**src/rtl/pwm_ramp_gen_if.sv**
```systemverilog
// Control/status bundle between the speed logic, the PWM generator and the
// H-bridge stage. The master side drives the run request, the target duty and
// the overcurrent flags. The slave side, the PWM generator, returns the pulse
// and its status.
interface pwm_ramp_gen_if;
  logic        enable;
  logic [19:0] duty;
  logic [1:0]  oc;
  logic        pulse;
  logic [19:0] active_duty;
  logic        period_start;
  logic        fault;

  modport master (
    output enable, duty, oc,
    input  pulse, active_duty, period_start, fault
  );

  modport slave (
    input  enable, duty, oc,
    output pulse, active_duty, period_start, fault
  );
endinterface

```
**src/rtl/pwm_ramp_gen.sv**
```systemverilog
// Fixed-period PWM generator for the motor H-bridge.
// - Soft start/stop: the applied duty moves toward the target by at most STEP
//   counts per period.
// - Overcurrent lockout: a filtered OC flag locks out the output, and the block
//   retries after RETRY_PERIODS full periods.
// - Registered outputs: every output comes from a register. Each register is
//   loaded from next-state values, so pulse lines up with the counter.
module pwm_ramp_gen #(
  parameter int unsigned PERIOD        = 983040,
  parameter int unsigned STEP          = 65535,
  parameter int unsigned OC_FILT       = 8,
  parameter int unsigned RETRY_PERIODS = 16
) (
  input  logic           clk,
  input  logic           rst_n,
  pwm_ramp_gen_if.slave  bus
);

  localparam int unsigned OC_W = $clog2(OC_FILT + 1);
  localparam int unsigned RT_W = $clog2(RETRY_PERIODS + 1);

  localparam logic [19:0]     CNT_LAST = 20'(PERIOD - 1);
  localparam logic [20:0]     PERIOD_W = 21'(PERIOD);
  // A step larger than the period behaves exactly like a step of one period.
  localparam logic [20:0]     STEP_W   = (STEP > PERIOD) ? 21'(PERIOD) : 21'(STEP);
  localparam logic [OC_W-1:0] OC_MAX   = OC_W'(OC_FILT);
  localparam logic [RT_W-1:0] RT_LAST  = RT_W'(RETRY_PERIODS - 1);

  typedef enum logic {RUN, FAULT} state_t;

  state_t            state_q, state_d;
  logic [19:0]       cnt_q, cnt_d;
  logic [19:0]       duty_q, duty_d;
  logic [OC_W-1:0]   oc_cnt_q, oc_cnt_d;
  logic [RT_W-1:0]   retry_q, retry_d;
  logic              pulse_q, pulse_d;
  logic              ps_q, ps_d;
  logic              fault_q, fault_d;

  logic              wrap;
  logic              oc_any;
  logic [20:0]       tgt, cur, up, dn;

  assign wrap   = (cnt_q == CNT_LAST);
  assign oc_any = |bus.oc;

  // The target is clamped to a full period. The 21-bit differences cannot
  // wrap because each one is used only when its sign is known.
  assign tgt = ({1'b0, bus.duty} > PERIOD_W) ? PERIOD_W : {1'b0, bus.duty};
  assign cur = {1'b0, duty_q};
  assign up  = tgt - cur;
  assign dn  = cur - tgt;

  // Next-state logic: counter, OC filter, RUN/FAULT machine, ramp and outputs.
  always_comb begin
    // NOTE: every signal gets a default before any branch, so no path through
    // this block can leave a value unassigned and infer a latch.
    state_d  = state_q;
    cnt_d    = wrap ? '0 : cnt_q + 1'b1;
    duty_d   = duty_q;
    retry_d  = retry_q;
    oc_cnt_d = !oc_any ? '0 : ((oc_cnt_q == OC_MAX) ? OC_MAX : oc_cnt_q + 1'b1);

    case (state_q)
      RUN: begin
        if (oc_cnt_d == OC_MAX) begin
          // Fault detection wins over both the disable path and the ramp.
          state_d = FAULT;
          duty_d  = '0;
          retry_d = '0;
        end else if (!bus.enable) begin
          duty_d = '0;
        end else if (wrap) begin
          if (tgt > cur) begin
            duty_d = 20'(cur + ((up > STEP_W) ? STEP_W : up));
          end else if (cur > tgt) begin
            duty_d = 20'(cur - ((dn > STEP_W) ? STEP_W : dn));
          end
        end
      end
      FAULT: begin
        duty_d = '0;
        if (wrap) begin
          if (retry_q == RT_LAST) begin
            // Retry only on a quiet bridge; otherwise wait another full count.
            retry_d = '0;
            if (!oc_any) state_d = RUN;
          end else begin
            retry_d = retry_q + 1'b1;
          end
        end
      end
      default: state_d = RUN;
    endcase

    pulse_d = (state_d == RUN) && bus.enable && (cnt_d < duty_d);
    ps_d    = (cnt_d == '0);
    fault_d = (state_d == FAULT);
  end

  // State and output registers.
  always_ff @(posedge clk or negedge rst_n) begin
    if (!rst_n) begin
      state_q  <= RUN;
      cnt_q    <= '0;
      duty_q   <= '0;
      oc_cnt_q <= '0;
      retry_q  <= '0;
      pulse_q  <= 1'b0;
      ps_q     <= 1'b0;
      fault_q  <= 1'b0;
    end else begin
      // NOTE: non-blocking assignments here make every register sample the
      // values from before this edge, whatever the statement order.
      state_q  <= state_d;
      cnt_q    <= cnt_d;
      duty_q   <= duty_d;
      oc_cnt_q <= oc_cnt_d;
      retry_q  <= retry_d;
      pulse_q  <= pulse_d;
      ps_q     <= ps_d;
      fault_q  <= fault_d;
    end
  end

  assign bus.pulse        = pulse_q;
  assign bus.active_duty  = duty_q;
  assign bus.period_start = ps_q;
  assign bus.fault        = fault_q;

endmodule

```
**src/flat_wrapper.sv**
```systemverilog
// flat-port wrapper written by rule: the top's interface ports become plain ports
module pwm_ramp_gen_flat 
#(
  parameter int unsigned PERIOD        = 983040,
  parameter int unsigned STEP          = 65535,
  parameter int unsigned OC_FILT       = 8,
  parameter int unsigned RETRY_PERIODS = 16
)
  (clk, rst_n, bus_enable, bus_duty, bus_oc, bus_pulse, bus_active_duty, bus_period_start, bus_fault);
  pwm_ramp_gen_if bus_i ();
  input  logic clk;
  input  logic rst_n;
  input wire logic [$bits(bus_i.enable)-1:0] bus_enable;
  input wire logic [$bits(bus_i.duty)-1:0] bus_duty;
  input wire logic [$bits(bus_i.oc)-1:0] bus_oc;
  output wire logic [$bits(bus_i.pulse)-1:0] bus_pulse;
  output wire logic [$bits(bus_i.active_duty)-1:0] bus_active_duty;
  output wire logic [$bits(bus_i.period_start)-1:0] bus_period_start;
  output wire logic [$bits(bus_i.fault)-1:0] bus_fault;
  assign bus_i.enable = bus_enable;
  assign bus_i.duty = bus_duty;
  assign bus_i.oc = bus_oc;
  assign bus_pulse = bus_i.pulse;
  assign bus_active_duty = bus_i.active_duty;
  assign bus_period_start = bus_i.period_start;
  assign bus_fault = bus_i.fault;
  pwm_ramp_gen #(.PERIOD(PERIOD), .STEP(STEP), .OC_FILT(OC_FILT), .RETRY_PERIODS(RETRY_PERIODS)) u_core (.clk(clk), .rst_n(rst_n), .bus(bus_i));
endmodule
```
**config.mk**
```make
export PLATFORM = sky130hd
export DESIGN_NAME = pwm_ramp_gen_flat
export DESIGN_NICKNAME = d
export VERILOG_FILES = /design/src/rtl/pwm_ramp_gen_if.sv /design/src/rtl/pwm_ramp_gen.sv /design/src/flat_wrapper.sv
export SDC_FILE = /design/constraint.sdc
export NUM_CORES = 1
export LEC_CHECK = 0
export ABC_AREA = 1
export CELL_PAD_IN_SITES_DETAIL_PLACEMENT = 0
export CELL_PAD_IN_SITES_GLOBAL_PLACEMENT = 2
export CORE_MARGIN = 3
export CORE_UTILIZATION = 37
export DETAILED_ROUTE_END_ITERATION = 10
export HOLD_SLACK_MARGIN = 0.03
export MAX_ROUTING_LAYER = met4
export PLACE_DENSITY_LB_ADDON = 0.25
export SLEW_MARGIN = 20
export SYNTH_ARGS = -nofsm -noshare
export SYNTH_HDL_FRONTEND = slang
export SYNTH_SLANG_ARGS = --single-unit
export TNS_END_PERCENT = 1
```
**constraint.sdc**
```tcl
create_clock -name clk -period 11.9 [get_ports clk]
set_input_delay 1.785 -clock clk [delete_from_list [all_inputs] [get_ports clk]]
set_output_delay 1.785 -clock clk [all_outputs]
set_load 0.02 [all_outputs]
```
== Word-level counts from Yosys, hierarchy flattened ==
Cells that the tools add are included.

* Output and inout port bits: 23
* Register bits after elaboration: 52
* Bits of input ports: 25
* Word-level logic and storage cells: 54

* Add/subtract/negate cells: 7
* Eq/ne operators: 6
* Reduce and logical (&&, ||, !) cells: 5
* Order comparisons: 6
* Multiplexer cells: 21
* Bitwise logic cells: 2

{| class="wikitable"
|+ Operators with widths
! kind !! count
|-
| 20-bit 2-to-1 mux || 9
|-
| 21-bit by 16-bit greater-than comparator with 1-bit output, second input constant || 2
|-
| 20-bit by 20-bit subtractor with 21-bit output || 2
|-
| 20-bit one-hot mux with 2 select lines || 1
|-
| 20-bit by 21-bit greater-than comparator with 1-bit output || 1
|-
| 21-bit by 20-bit greater-than comparator with 1-bit output || 1
|-
| 20-bit by 1-bit adder with 20-bit output, second input constant || 1
|-
| 20-bit adder || 1
|-
| 20-bit == test, second input constant || 1
|-
| 20-bit greater-than comparator, second input constant || 1
|-
| 20-bit logical NOT || 1
|-
| 20-bit < comparator || 1
|-
| 20-bit subtractor || 1
|-
| 5-bit 2-to-1 mux || 3
|-
| 5-bit one-hot mux with 2 select lines || 1
|-
| 4-bit == test, second input constant || 2
|-
| 4-bit 2-to-1 mux || 2
|-
| 5-bit by 1-bit adder with 5-bit output, second input constant || 1
|-
| 5-bit by 4-bit == test with 1-bit output, second input constant || 1
|-
| 4-bit by 1-bit adder with 4-bit output, second input constant || 1
|-
| 1-bit 2-to-1 mux || 4
|-
| 1-bit logical AND || 2
|-
| 2-bit by 1-bit != test with 1-bit output, second input constant || 1
|-
| 2-bit != test, second input constant || 1
|-
| other kinds (4) || 5
|}

== Depth between registers and ports, before layout ==
Gate-level depths: netlist (run 1).

* Depth in word-level cells: 14
* Gate-level depth with buffers: 45
* Mapped depth without buffers: 43

== Worst setup path after synthesis (run 1) ==
No wires, ideal clock.

* Path kind: input to register
* From: input port bus_duty[8]
* To: register u_core.pulse_q (netlist: u_core.bus.pulse)
* Stages on the path: 35
* Library setup time: 0.128 ns
* Arrival: 6.838 ns
* Setup slack: 4.934 ns
* Required time: 11.772 ns
* Buffers on the path: 2
* Cells stage by stage: nor4_1 nand4_1 nand3_1 clkbuf_1 nand2_1 inv_1 ha_1 buf_4 a21o_1 a31oi_1 o21ai_1 a21oi_1 o21ai_0 xor2_1 nand2_1 nor3_1 nand2_1 ha_1 fa_1 o21ai_0 nand4_1 nand2_1 nand2_1 nand2_1 xnor2_1 o21ai_0 nand2_1 nand2_1 nand2_1 nor2_1 inv_1 ha_1 nand4_1 nor4_1 a21oi_1

* Word-level cells in the longest chain between the ends: 14
* Elaborated cells between the ends (all ways): 20
* Classes of those cells: add/sub: 4; order compare: 6; mux: 9; reduce/logical: 1

{| class="wikitable"
|+ Ends and longest elaborated chain
! item !! RTL line !! source
|-
| start, declared || flat_wrapper.sv:14 || <nowiki>input wire logic [$bits(bus_i.duty)-1:0] bus_duty;</nowiki>
|-
| 20-bit greater-than comparator || pwm_ramp_gen.sv:49 || <nowiki>assign tgt = ({1'b0, bus.duty} > PERIOD_W) ? PERIOD_W : {1'b0, bus.duty};</nowiki>
|-
| 20-bit 2-to-1 mux (*) || pwm_ramp_gen.sv:49 ||
|-
| 20-bit by 20-bit subtractor with 21-bit output || pwm_ramp_gen.sv:52 || <nowiki>assign dn = cur - tgt;</nowiki>
|-
| 21-bit by 16-bit greater-than comparator with 1-bit output || pwm_ramp_gen.sv:77 || <nowiki>duty_d = 20'(cur - ((dn > STEP_W) ? STEP_W : dn));</nowiki>
|-
| 20-bit 2-to-1 mux || pwm_ramp_gen.sv:77 ||
|-
| 20-bit subtractor || pwm_ramp_gen.sv:77 ||
|-
| 20-bit 2-to-1 mux || pwm_ramp_gen.sv:76 || <nowiki>end else if (cur > tgt) begin</nowiki>
|-
| 20-bit 2-to-1 mux (*) || pwm_ramp_gen.sv:74 || <nowiki>if (tgt > cur) begin</nowiki>
|-
| 20-bit 2-to-1 mux (*) || pwm_ramp_gen.sv:73 || <nowiki>end else if (wrap) begin</nowiki>
|-
| 20-bit 2-to-1 mux (*) || pwm_ramp_gen.sv:71 || <nowiki>end else if (!bus.enable) begin</nowiki>
|-
| 20-bit 2-to-1 mux (*) || pwm_ramp_gen.sv:66 || <nowiki>if (oc_cnt_d == OC_MAX) begin</nowiki>
|-
| 20-bit one-hot mux with 2 select lines (*) || pwm_ramp_gen.sv:64 || <nowiki>case (state_q)</nowiki>
|-
| named net u_core.duty_d[14] || pwm_ramp_gen.sv:33 || <nowiki>logic [19:0] duty_q, duty_d;</nowiki>
|-
| 20-bit < comparator (*) || pwm_ramp_gen.sv:96 || <nowiki>pulse_d = (state_d == RUN) && bus.enable && (cnt_d < duty_d);</nowiki>
|-
| 1-bit logical AND (*) || pwm_ramp_gen.sv:96 ||
|-
| named net u_core.pulse_d || pwm_ramp_gen.sv:36 || <nowiki>logic pulse_q, pulse_d;</nowiki>
|-
| end signal, assigned || pwm_ramp_gen.sv:120 || <nowiki>pulse_q <= pulse_d;</nowiki>
|-
| end, declared || pwm_ramp_gen.sv:36 ||
|}

Mark *: on every way through the listed nets, which the timed path passes. The rest lies on a longest branch.
A chain may end at the register's enable or synchronous reset.

== Final worst setup path (run 1) ==
* From: input port bus_duty[12]
* To: register u_core.pulse_q (netlist: u_core.bus.pulse)

The elaborated chain is that of the path after synthesis.

==> flow_summary.ini, run 1 <==
[run_status]
status = complete, no violations

[place]
port_buffers = 47
gp_congestion = 1.02
dpl.hpwl_um = 22900

[synth]
yosysTopAreaCell = dfrtp_1
synth_cells = 1165
synth.distinct_cells = 53
ys_ff_latch = 52
avgSynthCellArea_um2 = 6.61
yosys-top-cells-area = dfrtp_1, ha_1, nand2_1
yosys_warnings = 0
dominantRegCellSynth = dfrtp_1
synth-edff-count = 0
ys_seq_area_share_pct = 16.9
yosysTopAreaCellShare_pct = 16.9
synthArstFlopShare_pct = 100
syn-cell-area_um2 = 7700

[floorplan]
io_pins = 48
row_count = 52
initial_core_util_pct = 37.8
dieArea_um2 = 22600
die_x_um = 150
core_area_um2 = 20400
die_h_um = 150

[clocking]
cts_root_buffer = clkbuf_16
post_cts_resize_count = 0
clock_sinks = 52
clock_path_buffers = 2
cts_tree = built
clkLatencyLatePin_ps = 290
clk_transition_reported_paths_ps = 60
htree_levels = 2
post_cts_buffers = 0
cts_hold_buf = 0
cts_buffers = 5

[setup_path]
r2r-start = u_core.bus.active_duty[1]
critPathTopFamily = simple AND/OR/NAND/NOR gates
crit_buf_inv = 5
critPathMaxFanout = 16
cp_slowest_cell = nor4_1
rrSetupSlack_ps = 5400
worst_path_most_repeated_cell = nand2_1
critPathLaunchType = primary input
r2r_cells = 30
end_kind = flip-flop
worstSetupPathType = in -> reg
cpPeakStageDelay_ps = 560
r2r-end = u_core.bus.pulse
required_ps = 12070
crit_arrival_ps = 9410

[sta]
finalCritPeriodShare_pct = 77.7
slew_headroom_pct = 53.2
max_clock_freq_mhz = 108
hold_viol_final = 0
skew_ps = 3.63
worst_pin_slew_ps = 695
rsz0062_at_grt = false
setup_viol = 0
slew_violations = 0
fin_setup_tns_ps = 0
min_period_ps = 9240

[detailed_routing]
firstDrtPassIters = 5
drc = 0
ant_nets = 0
post_drt_via_cell_ratio = 5.23
drt_iter0_drc = 537
wl_um = 27000
routedWlPerCell_um = 18.4
vias = 7690

[hold_path]
min_to = u_core.oc_cnt_q[0]
min_path_cells = 1
hp-class = reg -> reg
worstHoldStart = u_core.oc_cnt_q[0]

[cells_and_area]
regArea_um2 = 1300
drive_above_1_share_pct = 5.34
diodes = 0
synthToLayoutAreaGrowth_pct = 10.7
n_fill_cell = 2228
final_nets = 1330
multiInputGateArea_um2 = 5570

[global_route]
grtUsageTotal_pct = 24.8
overflow = 0
antenna_found_initial = 0
grt_pass1_vias = 7321
grt_max_degree = 53
grt_pass1_wl_um = 41900

[pwr]
finalPower_uw = 507
irDropWorstVdd_uv = 72.2
power_density_nw_per_um2 = 59.4
p_leak_uw = 0.00442

[job]
max-cap-violations = 0
synthesized netlist by cell type, types with 8 or more instances:
cell type / number
a21o_1: 9
a21oi_1: 95
dfrtp_1: 52
ha_1: 102
inv_1: 173
nand2_1: 248
nand3_1: 57
nand4_1: 18
nor2_1: 102
nor2_2: 16
nor3_1: 13
nor4_1: 11
o211ai_1: 8
o21ai_0: 61
xnor2_1: 33
xor2_1: 42
registers in the layout, indices dropped and copies added, names as in the netlist:
name and count:
u_core.oc_cnt_q 4, u_core.bus.active_duty 20, u_core.bus.pulse 1, u_core.cnt_q 20
u_core.retry_q 5, u_core.state_q 1, u_core.bus.period_start 1
cells by family (layout without fill, tap and decap cells):
group                      Yosys count  after routing  synth area share [%]
AOI/OAI and AO/OA                  234            234                  18.1
xor gates and xnor gates            75             75                  8.53
adders and majority gates          106            106                  17.6
buffers and inverters              208            238                  11.0
DFF                                 52             52                  16.9
other                                2              6                0.0975
and+or+nand+nor                    488            488                  27.8
power by group:
| part | internal [uW] | switching [uW] |
|---|---|---|
| registers | 185 | 8.39 |
| clock network | 88.5 | 63.0 |
| logic | 53.6 | 108 |
routing by layer:
metal	vias to the layer above	wire length [um]	part of all wire (%)	GRT usage, %
li1	3907	-	-	-
met1	3531	13100	48	34.8
met2	216	11900	44	38.1
met3	36	1480	5.5	3.79
met4	0	563	2.1	4.57
met5	-	0	0	-
cell usage in the layout (no fill, tap or decap), types with 18 or more instances in the layout:
| cell type | n |
|---|---|
| nand2_1 | 248 |
| ha_1 | 102 |
| xnor2_1 | 33 |
| nand4_1 | 18 |
| nand3_1 | 57 |
| xor2_1 | 42 |
| clkdlybuf4s50_1 | 46 |
| a21oi_1 | 95 |
| nor2_1 | 102 |
| dfrtp_1 | 52 |
| inv_1 | 173 |
| o21ai_0 | 61 |
per-stage QoR:
stage                     hold slack [ps]  cell area, um^2  util (%)  instances  setup slack, ps
after floorplan                       469             7720         -       1169             4930
after global placement                509             8380      41.1       1462             2350
after detailed placement              512             8380      41.1       1462             2410
after CTS                             524             8530      41.9       1469             2670
after global routing                  544             8530      41.9       1469             1980
final                                 521             8530      41.9       1469             2660
area by class of cell:
type	count	area share (%)
clock buffers	7	1.79
inverters	181	7.96
multi-input cells	909	65.3
flip-flops and latches	52	15.3
well taps	270	3.96
repair buffers	50	5.72
how the worst max path moves through the flow:
stage / cells past startpoint / from / slack, ps / to
after global routing: 35 / bus_duty[18] / 1980 / u_core.bus.pulse
after detailed placement: 37 / bus_duty[12] / 2410 / u_core.bus.pulse
final: 37 / bus_duty[12] / 2660 / u_core.bus.pulse
after CTS: 37 / bus_duty[12] / 2670 / u_core.bus.pulse
after global placement: 38 / bus_duty[12] / 2350 / u_core.bus.pulse
after floorplan: 35 / bus_duty[8] / 4930 / u_core.bus.pulse
Power figures use the tool's default switching activity.
==> inputs of run 2 (changes only) <==
Settings changed: CORE_UTILIZATION 37 to 35.
Clock period 11.9 ns to 9.5 ns, I/O delays scaled along.
==> run 2 against run 1 <==
Compared with the run above: highest routed layer unchanged; worst setup slack worse by 1700 ps; total power is 29% higher; first-iteration DRC count shrank 6.3%; non-clock buffer count increased by 4; hold slack worse by 5.8 ps; combinational power increased by 27%; register-to-register slack got worse by 2300 ps.
==> flow_summary.ini, run 2 (same netlist as run 1, synthesis figures left out) <==
[setup_path]
rrSetupSlack_ps = 3100
cp-endpoint = u_core.bus.pulse
critPathTopFamily = simple AND/OR/NAND/NOR gates
r2r_cells = 30
crit_arrival_ps = 8790
cp.depth = 37
cp_slowest_cell = nor4_1
critPathMaxFanout = 15
crit_buf_inv = 4
r2r-end = u_core.bus.pulse
worstSetupPathType = in -> reg
end_kind = flip-flop
critPathLaunchType = primary input
worst_path_most_repeated_cell = nand2_1
cpPeakStageDelay_ps = 570
r2r-start = u_core.bus.active_duty[11]
required_ps = 9710
crit_start = bus_duty[12]

[global_route]
grtUsageTotal_pct = 23.4
antenna_found_initial = 0
grt_max_degree = 53
grt_pass1_wl_um = 42800
grt_pass1_vias = 7483
overflow = 0

[place]
dpl_worst_slack_ps = 594
gp_congestion = 0.940
dpl.hpwl_um = 23300
port_buffers = 47

[detailed_routing]
firstDrtPassIters = 5
vias = 7730
routedWlPerCell_um = 18.7
wl_um = 27600
drc = 0
drt_iter0_drc = 503
post_drt_via_cell_ratio = 5.23
ant_nets = 0

[cells_and_area]
diodes = 0
final_nets = 1334
drive_above_1_share_pct = 5.65
synthToLayoutAreaGrowth_pct = 11.4
layout_commonest_cell = nand2_1
multiInputGateArea_um2 = 5570
final_cell_mix = nand2_1, inv_1, nor2_1, ha_1, a21oi_1
regArea_um2 = 1300
n_fill_cell = 2369

[sta]
skew_ps = 7.71
fin_ws_ps = 917
max_clock_freq_mhz = 117
slew_headroom_pct = 53.9
min_period_ps = 8580
hold_viol_final = 0
slew_violations = 0
worst_pin_slew_ps = 685
whs_ps = 515
finalCritPeriodShare_pct = 90.3
rsz0062_at_grt = false
setup_viol = 0
fin_setup_tns_ps = 0

[pwr]
irDropWorstVdd_uv = 80.0
power_density_nw_per_um2 = 76.1
p_leak_uw = 0.00445

[floorplan]
initial_core_util_pct = 36.1
dieArea_um2 = 23800
io_pins = 48
die_x_um = 154
core_area_um2 = 21400
die_h_um = 154
row_count = 53

[clocking]
cts_root_buffer = clkbuf_16
clk_transition_reported_paths_ps = 70
cts_hold_buf = 0
cts_tree = built
clkLatencyLatePin_ps = 290
clock_sinks = 52
htree_levels = 2
post_cts_resize_count = 0
post_cts_buffers = 0
clock_path_buffers = 2
cts_buffers = 5

[run_status]
status = complete, no violations

[job]
max-cap-violations = 0

[hold_path]
hp-class = reg -> reg
[run 2: cell types whose count changed in the layout (fill, tap and decap cells not counted), sizes merged]
cell    delta
clkinv     +1
bufinv     +1
buf        +4
clkbuf     -1
[run 2: metal layers]
layer	GRT usage (%)	wire, um	up-vias
met1	32.7	13100	3567
met3	4.34	1850	39
met2	35.5	12000	226
met5	-	0	-
li1	-	-	3898
met4	5.09	680	0
[run 2: per-stage QoR]
stage,power [uW],cells,util [%],cell area (um^2)
CTS,658,1479,40.2,8580
global route,693,1479,40.2,8580
global placement,452,1471,39.4,8410
detailed placement,450,1471,39.4,8410
finish,653,1479,40.2,8580
floorplan,384,1169,-,7720
[run 2: final cells by class]
cell class | count | area share (%)
Clock buffer | 6 | 1.50
Tap cell | 275 | 4.01
Clock inverter | 2 | 0.408
Inverter | 181 | 7.92
Sequential cell | 52 | 15.2
Timing Repair Buffer | 54 | 6.04
Multi-Input combinational cell | 909 | 65.0
[run 2: report_power, final]
part	internal (uW)	leakage (uW)	switching, uW	total, uW
clock	124	0.0000808	81.0	205
combinational	68.6	0.00366	137	206
sequential	231	0.000703	10.3	242
[run 2: worst min path at each step]
stage / startpoint / end / slack (ps) / cells past startpoint
6_report: u_core.oc_cnt_q[0] / u_core.oc_cnt_q[0] / 520 / 1
4_1_cts: u_core.oc_cnt_q[0] / u_core.oc_cnt_q[0] / 520 / 1
5_1_grt: u_core.cnt_q[2] / u_core.cnt_q[2] / 570 / 1
3_3_place_gp: u_core.retry_q[1] / u_core.retry_q[1] / 510 / 1
2_1_floorplan: u_core.retry_q[0] / u_core.retry_q[0] / 470 / 1
3_5_place_dp: u_core.oc_cnt_q[0] / u_core.oc_cnt_q[0] / 520 / 1
